### src/rtl/mac_tap_sequencer_if.sv
// mac_tap_sequencer_if: handshake and MAC-array signals of the tap sequencer.
// The ABORT wire exists only when MAC_SEQ_ABORT_EN is defined.
// master: job source / result sink / array side; slave: the sequencer itself.
interface mac_tap_sequencer_if #(
    parameter int TAP_W = 8
);
    logic             START;
    logic [TAP_W-1:0] NUM_TAPS;
    logic [31:0]      IN_OPER;
    logic [31:0]      IN_COEF;
    logic             IN_VALID;
    logic             IN_READY;
    logic [31:0]      MAC_OPER_DATA;
    logic [31:0]      MAC_COEF_DATA;
    logic             MAC_ACC_CLEAR;
    logic             EFPGA_MATHB_CLK_EN;
    logic [31:0]      MAC0_OUT;
    logic [31:0]      RESULT;
    logic             RESULT_VALID;
    logic             RESULT_READY;
    logic             BUSY;
`ifdef MAC_SEQ_ABORT_EN
    logic             ABORT;

    modport master (
        output START, NUM_TAPS, IN_OPER, IN_COEF, IN_VALID, MAC0_OUT, RESULT_READY, ABORT,
        input  IN_READY, MAC_OPER_DATA, MAC_COEF_DATA, MAC_ACC_CLEAR, EFPGA_MATHB_CLK_EN,
               RESULT, RESULT_VALID, BUSY
    );
    modport slave (
        input  START, NUM_TAPS, IN_OPER, IN_COEF, IN_VALID, MAC0_OUT, RESULT_READY, ABORT,
        output IN_READY, MAC_OPER_DATA, MAC_COEF_DATA, MAC_ACC_CLEAR, EFPGA_MATHB_CLK_EN,
               RESULT, RESULT_VALID, BUSY
    );
`else
    modport master (
        output START, NUM_TAPS, IN_OPER, IN_COEF, IN_VALID, MAC0_OUT, RESULT_READY,
        input  IN_READY, MAC_OPER_DATA, MAC_COEF_DATA, MAC_ACC_CLEAR, EFPGA_MATHB_CLK_EN,
               RESULT, RESULT_VALID, BUSY
    );
    modport slave (
        input  START, NUM_TAPS, IN_OPER, IN_COEF, IN_VALID, MAC0_OUT, RESULT_READY,
        output IN_READY, MAC_OPER_DATA, MAC_COEF_DATA, MAC_ACC_CLEAR, EFPGA_MATHB_CLK_EN,
               RESULT, RESULT_VALID, BUSY
    );
`endif
endinterface

### src/rtl/mac_tap_sequencer.sv
// mac_tap_sequencer: feeds operand/coefficient pairs to the MAC array for an
// N-tap dot product, waits out the accumulator latency and presents the
// captured 32-bit result on a valid/ready port.
// Optional: define MAC_SEQ_ABORT_EN to add the ABORT input.
//
// state | meaning
// IDLE  | waiting for START
// RUN   | accepting pairs, one clock-enable pulse per accepted pair
// DRAIN | waiting MAC_LAT cycles for the array to settle after the last tap
// DONE  | RESULT_VALID held until RESULT_READY
module mac_tap_sequencer #(
    parameter int TAP_W   = 8,
    parameter int MAC_LAT = 1
) (
    input  logic               MAC_ACC_CLK,
    input  logic               MAC_ACC_RST,
    mac_tap_sequencer_if.slave bus
);
    localparam int DRN_W = $clog2(MAC_LAT + 1);

    localparam logic [1:0] S_IDLE  = 2'd0;
    localparam logic [1:0] S_RUN   = 2'd1;
    localparam logic [1:0] S_DRAIN = 2'd2;
    localparam logic [1:0] S_DONE  = 2'd3;

    logic [1:0]       state_q, state_d;
    logic [TAP_W-1:0] taps_q, taps_d;
    logic             first_q, first_d;
    logic [DRN_W-1:0] drain_q, drain_d;
    logic [31:0]      oper_q, oper_d;
    logic [31:0]      coef_q, coef_d;
    logic [31:0]      result_q, result_d;
    logic             clken_q, clken_d;
    logic             clear_q, clear_d;
    logic             in_ready_q, in_ready_d;
    logic             rvalid_q, rvalid_d;
    logic             busy_q, busy_d;
    logic             abort_w;
    logic             xfer_w;

`ifdef MAC_SEQ_ABORT_EN
    assign abort_w = bus.ABORT;
`else
    assign abort_w = 1'b0;
`endif

    // IN_READY is registered and high exactly while in RUN
    assign xfer_w = bus.IN_VALID && in_ready_q;

    // Next-state and next-output decode; every output is registered below
    always_comb begin
        state_d  = state_q;
        taps_d   = taps_q;
        first_d  = first_q;
        drain_d  = drain_q;
        oper_d   = oper_q;
        coef_d   = coef_q;
        result_d = result_q;
        clken_d  = 1'b0;
        clear_d  = 1'b0;
        case (state_q)
            S_IDLE: begin
                if (bus.START) begin
                    taps_d  = bus.NUM_TAPS;
                    first_d = 1'b1;
                    if (bus.NUM_TAPS == '0) begin
                        result_d = 32'd0;
                        state_d  = S_DONE;
                    end else begin
                        state_d = S_RUN;
                    end
                end
            end
            S_RUN: begin
                if (abort_w) begin
                    // A pair accepted on this edge is swallowed, never issued
                    state_d = S_IDLE;
                end else if (xfer_w) begin
                    oper_d  = bus.IN_OPER;
                    coef_d  = bus.IN_COEF;
                    clken_d = 1'b1;
                    clear_d = first_q;
                    first_d = 1'b0;
                    taps_d  = taps_q - TAP_W'(1);
                    if (taps_q == TAP_W'(1)) begin
                        state_d = S_DRAIN;
                        drain_d = DRN_W'(MAC_LAT);
                    end
                end
            end
            S_DRAIN: begin
                if (abort_w) begin
                    state_d = S_IDLE;
                end else if (drain_q == '0) begin
                    result_d = bus.MAC0_OUT;
                    state_d  = S_DONE;
                end else begin
                    drain_d = drain_q - DRN_W'(1);
                end
            end
            default: begin
                if (bus.RESULT_READY) begin
                    state_d = S_IDLE;
                end
            end
        endcase
        in_ready_d = (state_d == S_RUN);
        rvalid_d   = (state_d == S_DONE);
        busy_d     = (state_d != S_IDLE);
    end

    // State and output registers with synchronous reset
    always_ff @(posedge MAC_ACC_CLK) begin
        if (MAC_ACC_RST) begin
            state_q    <= S_IDLE;
            taps_q     <= '0;
            first_q    <= 1'b0;
            drain_q    <= '0;
            oper_q     <= '0;
            coef_q     <= '0;
            result_q   <= '0;
            clken_q    <= 1'b0;
            clear_q    <= 1'b0;
            in_ready_q <= 1'b0;
            rvalid_q   <= 1'b0;
            busy_q     <= 1'b0;
        end else begin
            state_q    <= state_d;
            taps_q     <= taps_d;
            first_q    <= first_d;
            drain_q    <= drain_d;
            oper_q     <= oper_d;
            coef_q     <= coef_d;
            result_q   <= result_d;
            clken_q    <= clken_d;
            clear_q    <= clear_d;
            in_ready_q <= in_ready_d;
            rvalid_q   <= rvalid_d;
            busy_q     <= busy_d;
        end
    end

    assign bus.IN_READY           = in_ready_q;
    assign bus.MAC_OPER_DATA      = oper_q;
    assign bus.MAC_COEF_DATA      = coef_q;
    assign bus.MAC_ACC_CLEAR      = clear_q;
    assign bus.EFPGA_MATHB_CLK_EN = clken_q;
    assign bus.RESULT             = result_q;
    assign bus.RESULT_VALID       = rvalid_q;
    assign bus.BUSY               = busy_q;
endmodule

### src/flat_wrapper.sv
// flat-port wrapper written by rule: the top's interface ports become plain ports
module mac_tap_sequencer_flat 
#(
    parameter int TAP_W   = 8,
    parameter int MAC_LAT = 1
)
  (MAC_ACC_CLK, MAC_ACC_RST, bus_START, bus_NUM_TAPS, bus_IN_OPER, bus_IN_COEF, bus_IN_VALID, bus_MAC0_OUT, bus_RESULT_READY, bus_IN_READY, bus_MAC_OPER_DATA, bus_MAC_COEF_DATA, bus_MAC_ACC_CLEAR, bus_EFPGA_MATHB_CLK_EN, bus_RESULT, bus_RESULT_VALID, bus_BUSY);
  mac_tap_sequencer_if #(.TAP_W(TAP_W)) bus_i ();
  input  logic MAC_ACC_CLK;
  input  logic MAC_ACC_RST;
  input wire logic [$bits(bus_i.START)-1:0] bus_START;
  input wire logic [$bits(bus_i.NUM_TAPS)-1:0] bus_NUM_TAPS;
  input wire logic [$bits(bus_i.IN_OPER)-1:0] bus_IN_OPER;
  input wire logic [$bits(bus_i.IN_COEF)-1:0] bus_IN_COEF;
  input wire logic [$bits(bus_i.IN_VALID)-1:0] bus_IN_VALID;
  input wire logic [$bits(bus_i.MAC0_OUT)-1:0] bus_MAC0_OUT;
  input wire logic [$bits(bus_i.RESULT_READY)-1:0] bus_RESULT_READY;
  output wire logic [$bits(bus_i.IN_READY)-1:0] bus_IN_READY;
  output wire logic [$bits(bus_i.MAC_OPER_DATA)-1:0] bus_MAC_OPER_DATA;
  output wire logic [$bits(bus_i.MAC_COEF_DATA)-1:0] bus_MAC_COEF_DATA;
  output wire logic [$bits(bus_i.MAC_ACC_CLEAR)-1:0] bus_MAC_ACC_CLEAR;
  output wire logic [$bits(bus_i.EFPGA_MATHB_CLK_EN)-1:0] bus_EFPGA_MATHB_CLK_EN;
  output wire logic [$bits(bus_i.RESULT)-1:0] bus_RESULT;
  output wire logic [$bits(bus_i.RESULT_VALID)-1:0] bus_RESULT_VALID;
  output wire logic [$bits(bus_i.BUSY)-1:0] bus_BUSY;
  assign bus_i.START = bus_START;
  assign bus_i.NUM_TAPS = bus_NUM_TAPS;
  assign bus_i.IN_OPER = bus_IN_OPER;
  assign bus_i.IN_COEF = bus_IN_COEF;
  assign bus_i.IN_VALID = bus_IN_VALID;
  assign bus_i.MAC0_OUT = bus_MAC0_OUT;
  assign bus_i.RESULT_READY = bus_RESULT_READY;
  assign bus_IN_READY = bus_i.IN_READY;
  assign bus_MAC_OPER_DATA = bus_i.MAC_OPER_DATA;
  assign bus_MAC_COEF_DATA = bus_i.MAC_COEF_DATA;
  assign bus_MAC_ACC_CLEAR = bus_i.MAC_ACC_CLEAR;
  assign bus_EFPGA_MATHB_CLK_EN = bus_i.EFPGA_MATHB_CLK_EN;
  assign bus_RESULT = bus_i.RESULT;
  assign bus_RESULT_VALID = bus_i.RESULT_VALID;
  assign bus_BUSY = bus_i.BUSY;
  mac_tap_sequencer #(.TAP_W(TAP_W), .MAC_LAT(MAC_LAT)) u_core (.MAC_ACC_CLK(MAC_ACC_CLK), .MAC_ACC_RST(MAC_ACC_RST), .bus(bus_i));
endmodule
### config.mk
export PLATFORM = sky130hd
export DESIGN_NAME = mac_tap_sequencer_flat
export DESIGN_NICKNAME = d
export VERILOG_FILES = /design/src/rtl/mac_tap_sequencer_if.sv /design/src/rtl/mac_tap_sequencer.sv /design/src/flat_wrapper.sv
export SDC_FILE = /design/constraint.sdc
export NUM_CORES = 1
export LEC_CHECK = 0
export ABC_AREA = 1
export ABC_CLOCK_PERIOD_IN_PS = 1830
export BUFFER_PORTS_ARGS = -buffer_cell sky130_fd_sc_hd__clkbuf_2
export CAP_MARGIN = 20
export CORE_MARGIN = 4
export CORE_UTILIZATION = 39
export DETAILED_ROUTE_END_ITERATION = 16
export HOLD_SLACK_MARGIN = 0.03
export MAX_ROUTING_LAYER = met4
export PLACE_DENSITY = 0.68
export RECOVER_POWER = 25
export SLEW_MARGIN = 40
export SYNTH_ARGS = -nofsm -noshare
export SYNTH_HDL_FRONTEND = slang
export SYNTH_SLANG_ARGS = --single-unit
export TNS_END_PERCENT = 20
### constraint.sdc
create_clock -name MAC_ACC_CLK -period 1.83 [get_ports MAC_ACC_CLK]
set_input_delay 0.0915 -clock MAC_ACC_CLK [delete_from_list [all_inputs] [get_ports MAC_ACC_CLK]]
set_output_delay 0.0915 -clock MAC_ACC_CLK [all_outputs]
set_load 0.02 [all_outputs]
==> impl_metrics.xml <==
<?xml version="1.0" encoding="UTF-8"?>
<metrics>
  <group name="run_status">
    <metric name="outcome" unit="">completed</metric>
  </group>
  <group name="hold_path">
    <metric name="min_path_cells" unit="">2</metric>
    <metric name="timing.hold.worst.class" unit="">primary input to flip-flop</metric>
  </group>
  <group name="sta">
    <metric name="timing.clock.skew" unit="ns">0.0103</metric>
    <metric name="unrepaired_setup_endpoints_after_global_routing" unit="">no</metric>
    <metric name="report.final.hold_viol_count" unit="">0</metric>
    <metric name="period_share" unit="">0.902</metric>
    <metric name="setup_viol" unit="">0</metric>
    <metric name="fin_ws" unit="ns">0.179</metric>
    <metric name="final_max_slew_viol_count" unit="">0</metric>
    <metric name="fmaxAchievable" unit="MHz">606</metric>
    <metric name="max_slew.worst_pin.slew" unit="ns">0.344</metric>
    <metric name="min_cycle_time_layout" unit="ns">1.65</metric>
    <metric name="maxSlewHeadroom" unit="">0.771</metric>
    <metric name="setup-tns-final" unit="ns">0</metric>
  </group>
  <group name="die">
    <metric name="io_pins" unit="">210</metric>
    <metric name="die_area" unit="mm2">0.0136</metric>
    <metric name="die_height" unit="um">117</metric>
    <metric name="core" unit="mm2">0.0115</metric>
    <metric name="start_util" unit="">0.401</metric>
    <metric name="number_of_core_rows" unit="">39</metric>
    <metric name="fp.dieW" unit="um">117</metric>
  </group>
  <group name="placement">
    <metric name="buffer_ports.inserted" unit="">209</metric>
    <metric name="place_inst" unit="">977</metric>
    <metric name="gp_congestion" unit="">0.805</metric>
    <metric name="dp_worst_setup_slack" unit="ns">0.138</metric>
    <metric name="dp_hpwl" unit="mm">8.97</metric>
    <metric name="placement.cell_area" unit="mm2">0.00579</metric>
  </group>
  <group name="routing">
    <metric name="number_of_optimization_iterations_in_the_first_detailed_route_pass" unit="">5</metric>
    <metric name="route.detailed.vias_per_inst" unit="">4.80</metric>
    <metric name="via_count" unit="">5286</metric>
    <metric name="avgRoutedWirePerCell" unit="um">13.7</metric>
    <metric name="routed_wl" unit="mm">15.1</metric>
    <metric name="route.antenna.remaining_nets" unit="">0</metric>
    <metric name="route.detailed.drc" unit="">0</metric>
    <metric name="drtIter0Drc" unit="">353</metric>
  </group>
  <group name="clock_tree">
    <metric name="cts.path.max_buffers" unit="">2</metric>
    <metric name="cts_inserted_buffers" unit="">17</metric>
    <metric name="path_clk_slew" unit="ns">0.05</metric>
    <metric name="clockRootBuffer" unit="">sky130_fd_sc_hd__clkbuf_16</metric>
    <metric name="htree_levels" unit="">4</metric>
    <metric name="worst_skew_pair.late_latency" unit="ns">0.41</metric>
    <metric name="tritoncts" unit="">done</metric>
    <metric name="post_cts_setup_repair_bufs" unit="">0</metric>
    <metric name="tritoncts_num_sinks" unit="">113</metric>
  </group>
  <group name="synthesis">
    <metric name="syn_area" unit="mm2">0.00460</metric>
    <metric name="ys_dominant_reg_cell" unit="">sky130_fd_sc_hd__dfxtp_1</metric>
    <metric name="synthesis.yosys.warnings" unit="">0</metric>
    <metric name="number_of_synthesized_flops_with_an_enable_pin" unit="">0</metric>
    <metric name="netlist_instances" unit="">654</metric>
    <metric name="syn_nets" unit="">769</metric>
    <metric name="synth_async_sr_flop_share" unit="">0</metric>
    <metric name="yosys_register_bits" unit="">113</metric>
    <metric name="synth_cell_types" unit="">23</metric>
    <metric name="post_synth.cell_area_avg" unit="um2">7.03</metric>
    <metric name="synth_seq_area_share" unit="">0.492</metric>
  </group>
  <group name="flow_run">
    <metric name="drv.max_cap_violation_count" unit="">0</metric>
  </group>
  <group name="global_routing">
    <metric name="grt_pass1_wl" unit="mm">23.6</metric>
    <metric name="grt_max_degree" unit="">67</metric>
    <metric name="grt_usage" unit="">0.225</metric>
    <metric name="grt_pass1_vias" unit="">5043</metric>
    <metric name="grt_remaining_overflow" unit="">0</metric>
    <metric name="antenna_found_initial" unit="">0</metric>
  </group>
  <group name="layout">
    <metric name="drive_gt1_frac" unit="">0.214</metric>
    <metric name="syn_to_final_growth" unit="%">58.0</metric>
    <metric name="fin_cells" unit="">1102</metric>
    <metric name="antennaDiodeCount" unit="">0</metric>
    <metric name="final_net_count" unit="">1064</metric>
    <metric name="nFillCells" unit="">978</metric>
    <metric name="final_design_area_no_fill" unit="mm2">0.00726</metric>
  </group>
  <group name="critical_path">
    <metric name="timing_worst_setup_path_type" unit="">flip-flop to flip-flop</metric>
    <metric name="timing.critical_path.arrival" unit="ns">1.93</metric>
    <metric name="number_of_cell_instances_on_the_worst_register_to_register_path" unit="">10</metric>
    <metric name="critPathRequiredTime" unit="ns">2.11</metric>
    <metric name="cp_cell_sequence" unit="">inv_1, ha_1, inv_2, nor2_4, inv_2, nand2_1, nand2_1, buf_4, o21ai_0, a21oi_1</metric>
    <metric name="endpoint_kind" unit="">flip-flop</metric>
    <metric name="path_max_fanout" unit="">11</metric>
    <metric name="delay_of_the_slowest_cell_on_the_worst_path" unit="ns">0.34</metric>
    <metric name="critical_path.startpoint_type" unit="">flip-flop</metric>
    <metric name="crit_slowest_cell" unit="">sky130_fd_sc_hd__dfxtp_1</metric>
  </group>
  <group name="power">
    <metric name="report.power.total" unit="uW">7850</metric>
    <metric name="leakage_power" unit="uW">0.00354</metric>
    <metric name="vdd.ir_drop.worst" unit="mV">0.829</metric>
    <metric name="power_per_cell_area" unit="mW/mm2">1080</metric>
  </group>
</metrics>
## registers in the layout, summed over array words and instances (netlist names)
name	flops
u_core.bus.RESULT	32
u_core.first_q	1
u_core.taps_q	8
u_core.bus.IN_READY	1
u_core.bus.BUSY	1
u_core.drain_q	1
u_core.bus.EFPGA_MATHB_CLK_EN	1
u_core.bus.MAC_ACC_CLEAR	1
u_core.bus.RESULT_VALID	1
u_core.bus.MAC_OPER_DATA	32
u_core.bus.MAC_COEF_DATA	32
u_core.state_q	2
## timing repair
item | in CTS | in global routing
hold buffers | 96 | 0
endpoints found under the setup margin | 0 | 18
resized for setup | 0 | 2
hold endpoints to repair | 96 | 0
## kinds of logic (layout without fill, tap and decap cells)
family / after synthesis / after routing / synth area share
and+or+nand+nor: 374 / 374 / 0.320
adders and majority gates: 6 / 6 / 0.0163
buffers and inverters: 69 / 374 / 0.0664
AOI/OAI and AO/OA: 92 / 92 / 0.105
DFF: 113 / 113 / 0.492
## critical path, delay by kind of cell (launching register included)
kind	cells	cell delay, ns
buf+inv	4	0.47
flops	1	0.34
simple gates	3	0.27
compound gates	2	0.23
fa+ha+maj	1	0.22
## worst paths after layout
| kind | startpoint | end | slack, ns |
|---|---|---|---|
| max | u_core.state_q[1]$_SDFF_PP0_ | u_core.taps_q[2]$_SDFFE_PP0P_ | 0.18 |
| min | MAC_ACC_RST | u_core.taps_q[7]$_SDFFE_PP0P_ | 0.05 |
| max reg2reg | u_core.state_q[1]$_SDFF_PP0_ | u_core.taps_q[2]$_SDFFE_PP0P_ | 0.18 |
| min reg2reg | u_core.bus.RESULT[22]$_SDFFE_PP0P_ | u_core.bus.RESULT[22]$_SDFFE_PP0P_ | 0.47 |
## final cells by class
| cell class | instances | area (um2) | area share |
|---|---|---|---|
| Inverter | 28 | 105 | 0.0145 |
| Tap cell | 143 | 179 | 0.0246 |
| Multi-Input combinational cell | 472 | 2030 | 0.280 |
| Clock inverter | 6 | 80.1 | 0.0110 |
| Sequential cell | 113 | 2260 | 0.311 |
| Timing Repair Buffer | 317 | 2110 | 0.290 |
| Clock buffer | 23 | 498 | 0.0686 |
## placed cells by master, fill, tap and decap left out, drive strengths merged
cell	synthesis	layout
inv	28	28
bufinv	0	2
nand2	113	113
clkinv	0	4
o21ai	76	76
nand3	40	40
ha	6	6
dfxtp	113	113
a21boi	1	1
a21oi	12	12
nor2	218	218
o21bai	1	1
and3	1	1
nand4	2	2
dlygate4sd3	0	96
o22ai	1	1
clkbuf	18	232
buf	23	12
a22o	1	1
## routing by layer
layer	global-route usage	wire length [um]
met1	0.265	6350
met2	0.347	6960
met3	0.0663	1320
met4	0.120	464
met5	-	0
## per-stage QoR
stage	utilization	hold WS, ns
2_1_floorplan	-	0.226
3_3_place_gp	0.505	0.313
3_5_place_dp	0.505	0.320
4_1_cts	0.639	0.0502
5_1_grt	0.633	0.0541
6_report	0.633	0.0482
## where the power goes
group / switching [uW] / internal, uW / leakage (uW) / total [uW]
combinational: 1070 / 697 / 0.00232 / 1770
clock: 1070 / 2150 / 0.000291 / 3220
sequential: 135 / 2720 / 0.000920 / 2850
## synthesized netlist by cell type, types with 2 or more instances
cell,number,share of area
sky130_fd_sc_hd__inv_1,24,0.020
sky130_fd_sc_hd__buf_1,5,0.0041
sky130_fd_sc_hd__clkbuf_1,18,0.015
sky130_fd_sc_hd__nor2_1,217,0.18
sky130_fd_sc_hd__nand2_1,112,0.091
sky130_fd_sc_hd__nand3_1,40,0.044
sky130_fd_sc_hd__buf_6,3,0.0074
sky130_fd_sc_hd__buf_2,13,0.014
sky130_fd_sc_hd__ha_1,6,0.016
sky130_fd_sc_hd__dfxtp_1,113,0.49
sky130_fd_sc_hd__inv_2,4,0.0033
sky130_fd_sc_hd__buf_4,2,0.0033
sky130_fd_sc_hd__o21ai_1,7,0.0076
sky130_fd_sc_hd__nand4_1,2,0.0027
sky130_fd_sc_hd__o21ai_0,69,0.075
sky130_fd_sc_hd__a21oi_1,12,0.013
Power figures use the tool's default switching activity.
